## src/rtl/wb_register_file_if.sv

```systemverilog
// wb_register_file_if
// Bus bundle between the pipeline (write-back producer, decode consumer)
// and the MIPS register file. The master modport is the pipeline side; the
// slave modport is the register file itself.
interface wb_register_file_if;
    logic        RegWriteW;
    logic [4:0]  WriteRegW;
    logic [31:0] ResultW;
    logic [4:0]  A1;
    logic [4:0]  A2;
    logic [31:0] RD1;
    logic [31:0] RD2;
    logic [31:0] WriteCount;
    logic [4:0]  LastWriteReg;
    logic [31:0] LastWriteData;

    modport master (
        output RegWriteW, WriteRegW, ResultW, A1, A2,
        input  RD1, RD2, WriteCount, LastWriteReg, LastWriteData
    );

    modport slave (
        input  RegWriteW, WriteRegW, ResultW, A1, A2,
        output RD1, RD2, WriteCount, LastWriteReg, LastWriteData
    );
endinterface

```

## src/rtl/wb_register_file.sv

```systemverilog
// wb_register_file
// MIPS general-purpose register file: 31 storage registers (r0 is hardwired
// to zero), two combinational read ports, one write port fed by the
// write-back stage, plus a retired-write counter and last-commit record.
// Optional feature macro: REGFILE_BYPASS_EN -- when defined, a write in the
// current cycle is forwarded to a read port addressing the same register.
module wb_register_file (
    input logic               CLK,
    input logic               rst,
    wb_register_file_if.slave bus
);

    logic [31:0] regs [1:31];
    logic [31:0] write_cnt;
    logic [4:0]  last_reg;
    logic [31:0] last_data;
    logic        commit;

    // Writes to r0 are architecturally discarded, so they never count as commits
    assign commit = bus.RegWriteW && (bus.WriteRegW != 5'd0);

    // Architectural register storage, cleared asynchronously by reset
    always_ff @(posedge CLK or negedge rst) begin
        if (!rst) begin
            for (int i = 1; i < 32; i++) begin
                regs[i] <= '0;
            end
        end else if (commit) begin
            regs[bus.WriteRegW] <= bus.ResultW;
        end
    end

    // Retired-write counter and last-commit debug record
    always_ff @(posedge CLK or negedge rst) begin
        if (!rst) begin
            write_cnt <= '0;
            last_reg  <= '0;
            last_data <= '0;
        end else if (commit) begin
            write_cnt <= write_cnt + 32'd1;
            last_reg  <= bus.WriteRegW;
            last_data <= bus.ResultW;
        end
    end

    // Read port 1: zero during reset and for r0, otherwise stored or bypassed data
    always_comb begin
        bus.RD1 = '0;
        if (rst && (bus.A1 != 5'd0)) begin
`ifdef REGFILE_BYPASS_EN
            if (bus.RegWriteW && (bus.WriteRegW == bus.A1)) begin
                bus.RD1 = bus.ResultW;
            end else begin
                bus.RD1 = regs[bus.A1];
            end
`else
            bus.RD1 = regs[bus.A1];
`endif
        end
    end

    // Read port 2: same behaviour as port 1, addressed by A2
    always_comb begin
        bus.RD2 = '0;
        if (rst && (bus.A2 != 5'd0)) begin
`ifdef REGFILE_BYPASS_EN
            if (bus.RegWriteW && (bus.WriteRegW == bus.A2)) begin
                bus.RD2 = bus.ResultW;
            end else begin
                bus.RD2 = regs[bus.A2];
            end
`else
            bus.RD2 = regs[bus.A2];
`endif
        end
    end

    assign bus.WriteCount    = write_cnt;
    assign bus.LastWriteReg  = last_reg;
    assign bus.LastWriteData = last_data;

endmodule

```

## src/flat_wrapper.sv

```systemverilog
// flat-port wrapper written by rule: the top's interface ports become plain ports
module wb_register_file_flat 
  (CLK, rst, bus_RegWriteW, bus_WriteRegW, bus_ResultW, bus_A1, bus_A2, bus_RD1, bus_RD2, bus_WriteCount, bus_LastWriteReg, bus_LastWriteData);
  wb_register_file_if bus_i ();
  input logic CLK;
  input logic rst;
  input wire logic [$bits(bus_i.RegWriteW)-1:0] bus_RegWriteW;
  input wire logic [$bits(bus_i.WriteRegW)-1:0] bus_WriteRegW;
  input wire logic [$bits(bus_i.ResultW)-1:0] bus_ResultW;
  input wire logic [$bits(bus_i.A1)-1:0] bus_A1;
  input wire logic [$bits(bus_i.A2)-1:0] bus_A2;
  output wire logic [$bits(bus_i.RD1)-1:0] bus_RD1;
  output wire logic [$bits(bus_i.RD2)-1:0] bus_RD2;
  output wire logic [$bits(bus_i.WriteCount)-1:0] bus_WriteCount;
  output wire logic [$bits(bus_i.LastWriteReg)-1:0] bus_LastWriteReg;
  output wire logic [$bits(bus_i.LastWriteData)-1:0] bus_LastWriteData;
  assign bus_i.RegWriteW = bus_RegWriteW;
  assign bus_i.WriteRegW = bus_WriteRegW;
  assign bus_i.ResultW = bus_ResultW;
  assign bus_i.A1 = bus_A1;
  assign bus_i.A2 = bus_A2;
  assign bus_RD1 = bus_i.RD1;
  assign bus_RD2 = bus_i.RD2;
  assign bus_WriteCount = bus_i.WriteCount;
  assign bus_LastWriteReg = bus_i.LastWriteReg;
  assign bus_LastWriteData = bus_i.LastWriteData;
  wb_register_file u_core (.CLK(CLK), .rst(rst), .bus(bus_i));
endmodule
```

## config.mk

```make
export PLATFORM = sky130hd
export DESIGN_NAME = wb_register_file_flat
export DESIGN_NICKNAME = d
export VERILOG_FILES = /design/src/rtl/wb_register_file_if.sv /design/src/rtl/wb_register_file.sv /design/src/flat_wrapper.sv
export SDC_FILE = /design/constraint.sdc
export NUM_CORES = 2
export LEC_CHECK = 0
export CAP_MARGIN = 20
export CORE_AREA = 2 2 435 329
export CTS_CLUSTER_SIZE = 12
export DETAILED_ROUTE_END_ITERATION = 16
export DIE_AREA = 0 0 437 331
export PLACE_DENSITY = 0.6
export SLEW_MARGIN = 30
export SYNTH_ARGS = -nofsm -noshare
export SYNTH_HDL_FRONTEND = slang
export SYNTH_SLANG_ARGS = --single-unit
```

## constraint.sdc

```tcl
create_clock -name CLK -period 2.53 [get_ports CLK]
set_input_delay 0.506 -clock CLK [delete_from_list [all_inputs] [get_ports CLK]]
set_output_delay 0.506 -clock CLK [all_outputs]
set_load 0.01 [all_outputs]
```

==> impl_results.md <==
* Number of stages on the worst setup path at 6
* Core Rows at about 120
* Slowest cell on the critical path: mux4_2
* Initial antenna violation count at 6
* Syn avg cell area at around 15 µm²
* DIE AREA at ~0.14 mm²
* Mapped Cells at 3727
* RePlAce Congestion at 0.8290
* Post-synthesis cell type count at 51
* Core Box Area at 0.1400 mm²
* CTS max path bufs at 3
* Fmax at ~0.33 GHz
* HPWL after DPL at between 100 and 150 mm
* Primary FF master, synth: dfrtp_1
* Drt initial violations at 3214
* Worst-path cell chain: mux4_2 > mux2i_1 > buf_4 > a221o_1 > o221ai_2 > buf_2
* Cells taking the most area after synthesis: dfrtp_1 (48%), mux2_2 (20%), mux4_2 (18%)
* TritonCTS clock tree: built
* # IOs at 183
* Overflow after GRT at 0
* Syn. warnings at 0
* Reg2Reg Depth at 5
* RSZ-0062 raised after global routing: true
* Mapped Area at about 0.056 mm²
* Final hold vios at 0
* Routed Antenna Nets at 0
* Post-DP Area at roughly 0.064 mm²
* Static Leak at about 0.030 µW
* Status: finished, violations left
* H-tree depth at 3
* Share of layout cells above drive strength 1 at between 50% and 60%
* Vias at 36727
* Final setup violation count at 64
* Worst Path Required at 2020 ps
* Pre-CTS setup slack at -851.3 ps
* Clk_lat worst skew at roughly 750 ps
* First-pass GRT wire length at approximately 270 mm
* P&R area growth vs syn at 23.75%
* # port buffers at 182
* CP Data Arrival Time at ~2500 ps
* Max Cap Viol at 0
* # nets final at about 4200
* Overall Global Routing Usage at between 20% and 30%
* Min Tclk post-route at around 3000 ps
* Total power draw at around 51000 µW
* Number of synthesized register bits at ~1100
* CTS Buf Count at between 100 and 150
* Final Worst Setup Slack at -517.2 ps
* Peak VDD IR at roughly 570 µV
* Buf/Inv on CP at 2
* Clock Skews at between 2 and 3 ps
* Starting density of the core at about 40%
* Hold Crit Class: in2async
* Chip height at 331 µm
* CP Launch Type: register
* Avg Vias per Cell at roughly 6.0
* CTS Root Cell: clkbuf_16
* Post-synthesis sequential area ratio at 47.64%
* Tcrit/Tclk final at 120.4%
* Pin count of the biggest net entering global routing at ~160
* Post-synth net total at about 3800
* Design area at about 0.069 mm²
* Crit. End Element: primary output
* Drt total wl at 180.0 mm
* Failing checks: negative setup slack
* DR pass1 iterations at 5
* DRC at 0
* Clock sink total at approximately 1100
* WL/cell at between 20 and 30 µm
* Post-synth ARST share at 100.0%
* Post-synth top area cell: dfrtp_1
* Power Dens Cells at between 700 and 800 mW/mm²
* Antenna cell count at 0
* CP peak stage delay at between 400 and 500 ps
* Vias in the first global route at about 38000
* Kind of critical path: reg2out
* EDFF count, synth at 0
* Clock Pin Slew Worst Setup and Hold Paths at 60 ps
* Worst slew margin at between 40% and 50%
* Worst Tran Pin Value at between 800 and 900 ps
* CP top delay family: multiplexers
* Worst-path fanout max at 3
* Max-slew violations at 0
* Top-area cell type share of the netlist area at between 40 and 50%
* Die Width at 437 µm
==> cell families (layout without fill, tap and decap cells) <==
| logic type | Yosys count | after routing | synth area share, % |
|---|---|---|---|
| mux | 1697 | 1697 | 42.77 |
| simple gates | 351 | 351 | 2.761 |
| compound gates | 199 | 199 | 3.105 |
| buf+inv | 387 | 896 | 3.221 |
| flops | 1061 | 1061 | 47.64 |
| fa+ha+maj | 1 | 1 | 0.02245 |
| xor+xnor | 31 | 31 | 0.4871 |
==> metal layers <==
metal	GRT usage, %	wire, µm	vias to the layer above
met3	4.369	10850	331
met1	35.03	78880	19881
met2	39.80	84120	1262
li1	-	-	15251
met5	0	13	-
met4	7.969	6118	2
==> registers in the layout, indices dropped and copies added (netlist names) <==
register,flops
u_core.bus.LastWriteReg,5
u_core.bus.LastWriteData,32
u_core.bus.WriteCount,32
u_core.regs,992
==> final timing paths <==
check / slack, ps / start / endpoint
min in group CLK: 480 / u_core.bus.LastWriteData[15] / u_core.bus.LastWriteData[15]
worst max register to register: 410 / u_core.bus.WriteCount[7] / u_core.bus.WriteCount[29]
worst max-delay path: -520 / u_core.regs[655] / bus_RD1[15]
worst min-delay path: 100 / rst / u_core.regs[750]
max in group asynchronous: 310 / rst / u_core.regs[363]
worst min register to register: 480 / u_core.bus.LastWriteData[15] / u_core.bus.LastWriteData[15]
==> power by group <==
| part | switching, µW | total [µW] | internal [µW] |
|---|---|---|---|
| registers | 2360 | 22500 | 20200 |
| clock network | 7090 | 16900 | 9800 |
| logic | 4390 | 11200 | 6860 |
| total | 13800 | 50700 | 36800 |
==> synthesized netlist by cell type (all sizes together), types with 3 or more instances <==
| master | instances |
|---|---|
| mux2i | 254 |
| nand2 | 203 |
| or4 | 3 |
| o221ai | 61 |
| and4 | 4 |
| dfrtp | 1061 |
| xnor2 | 23 |
| nor2 | 80 |
| o21ai | 5 |
| nand4b | 3 |
| xor2 | 8 |
| clkbuf | 167 |
| nand4 | 9 |
| mux4 | 448 |
| inv | 4 |
| nor3 | 4 |
| and3 | 5 |
| buf | 216 |
| nor3b | 5 |
| mux2 | 995 |
| a221o | 60 |
| a211oi | 60 |
| nand3b | 8 |
| nand2b | 3 |
| nand3 | 17 |
==> area by class of cell <==
class	instances	area [µm²]
clock buffers	166	3369
multi-input cells	2279	28270
inverters	4	20.02
well taps	1875	2346
fillers	12004	70980
flip-flops and latches	1061	26550
repair buffers	703	8118
clock inverters	23	305.3
==> worst register-to-register path, cell delays in order (launching register included) <==
cell,delay (ps)
dfrtp_1,440
and4_1,340
nand4_1,220
nor4_4,640
nand4_1,200
xnor2_1,160
==> per-stage QoR <==
stage	util, %	setup TNS, ps	cells	hold WS [ps]
3_3_place_gp	45.75	-159760	5864	461.3
3_5_place_dp	45.75	-165780	5864	461.5
5_1_grt	49.28	-26270	6111	145.7
6_report	49.28	-20620	6111	100.5
2_1_floorplan	-	-353.3	3727	210.4
4_1_cts	48.88	-23990	6078	93.77
==> layout by cell type, fill, tap and decap left out, drive strengths merged, types with 23 or more instances in the layout <==
cell type	instances
xnor2	23
clkbuf	170
o221ai	61
mux2i	254
nor2	80
nand2	203
a221o	60
a211oi	60
mux4	448
buf	586
dfrtp	1061
clkdlybuf4s50	109
mux2	995
==> timing repair <==
action,CTS,global route
buffers inserted,28,28
gates cloned,3,3
endpoints found under the hold margin,81,0
resized for setup,376,49
pin swaps,58,45
setup endpoints to repair,64,154
hold buffers,2,0
(Power assumes the default switching activity.)
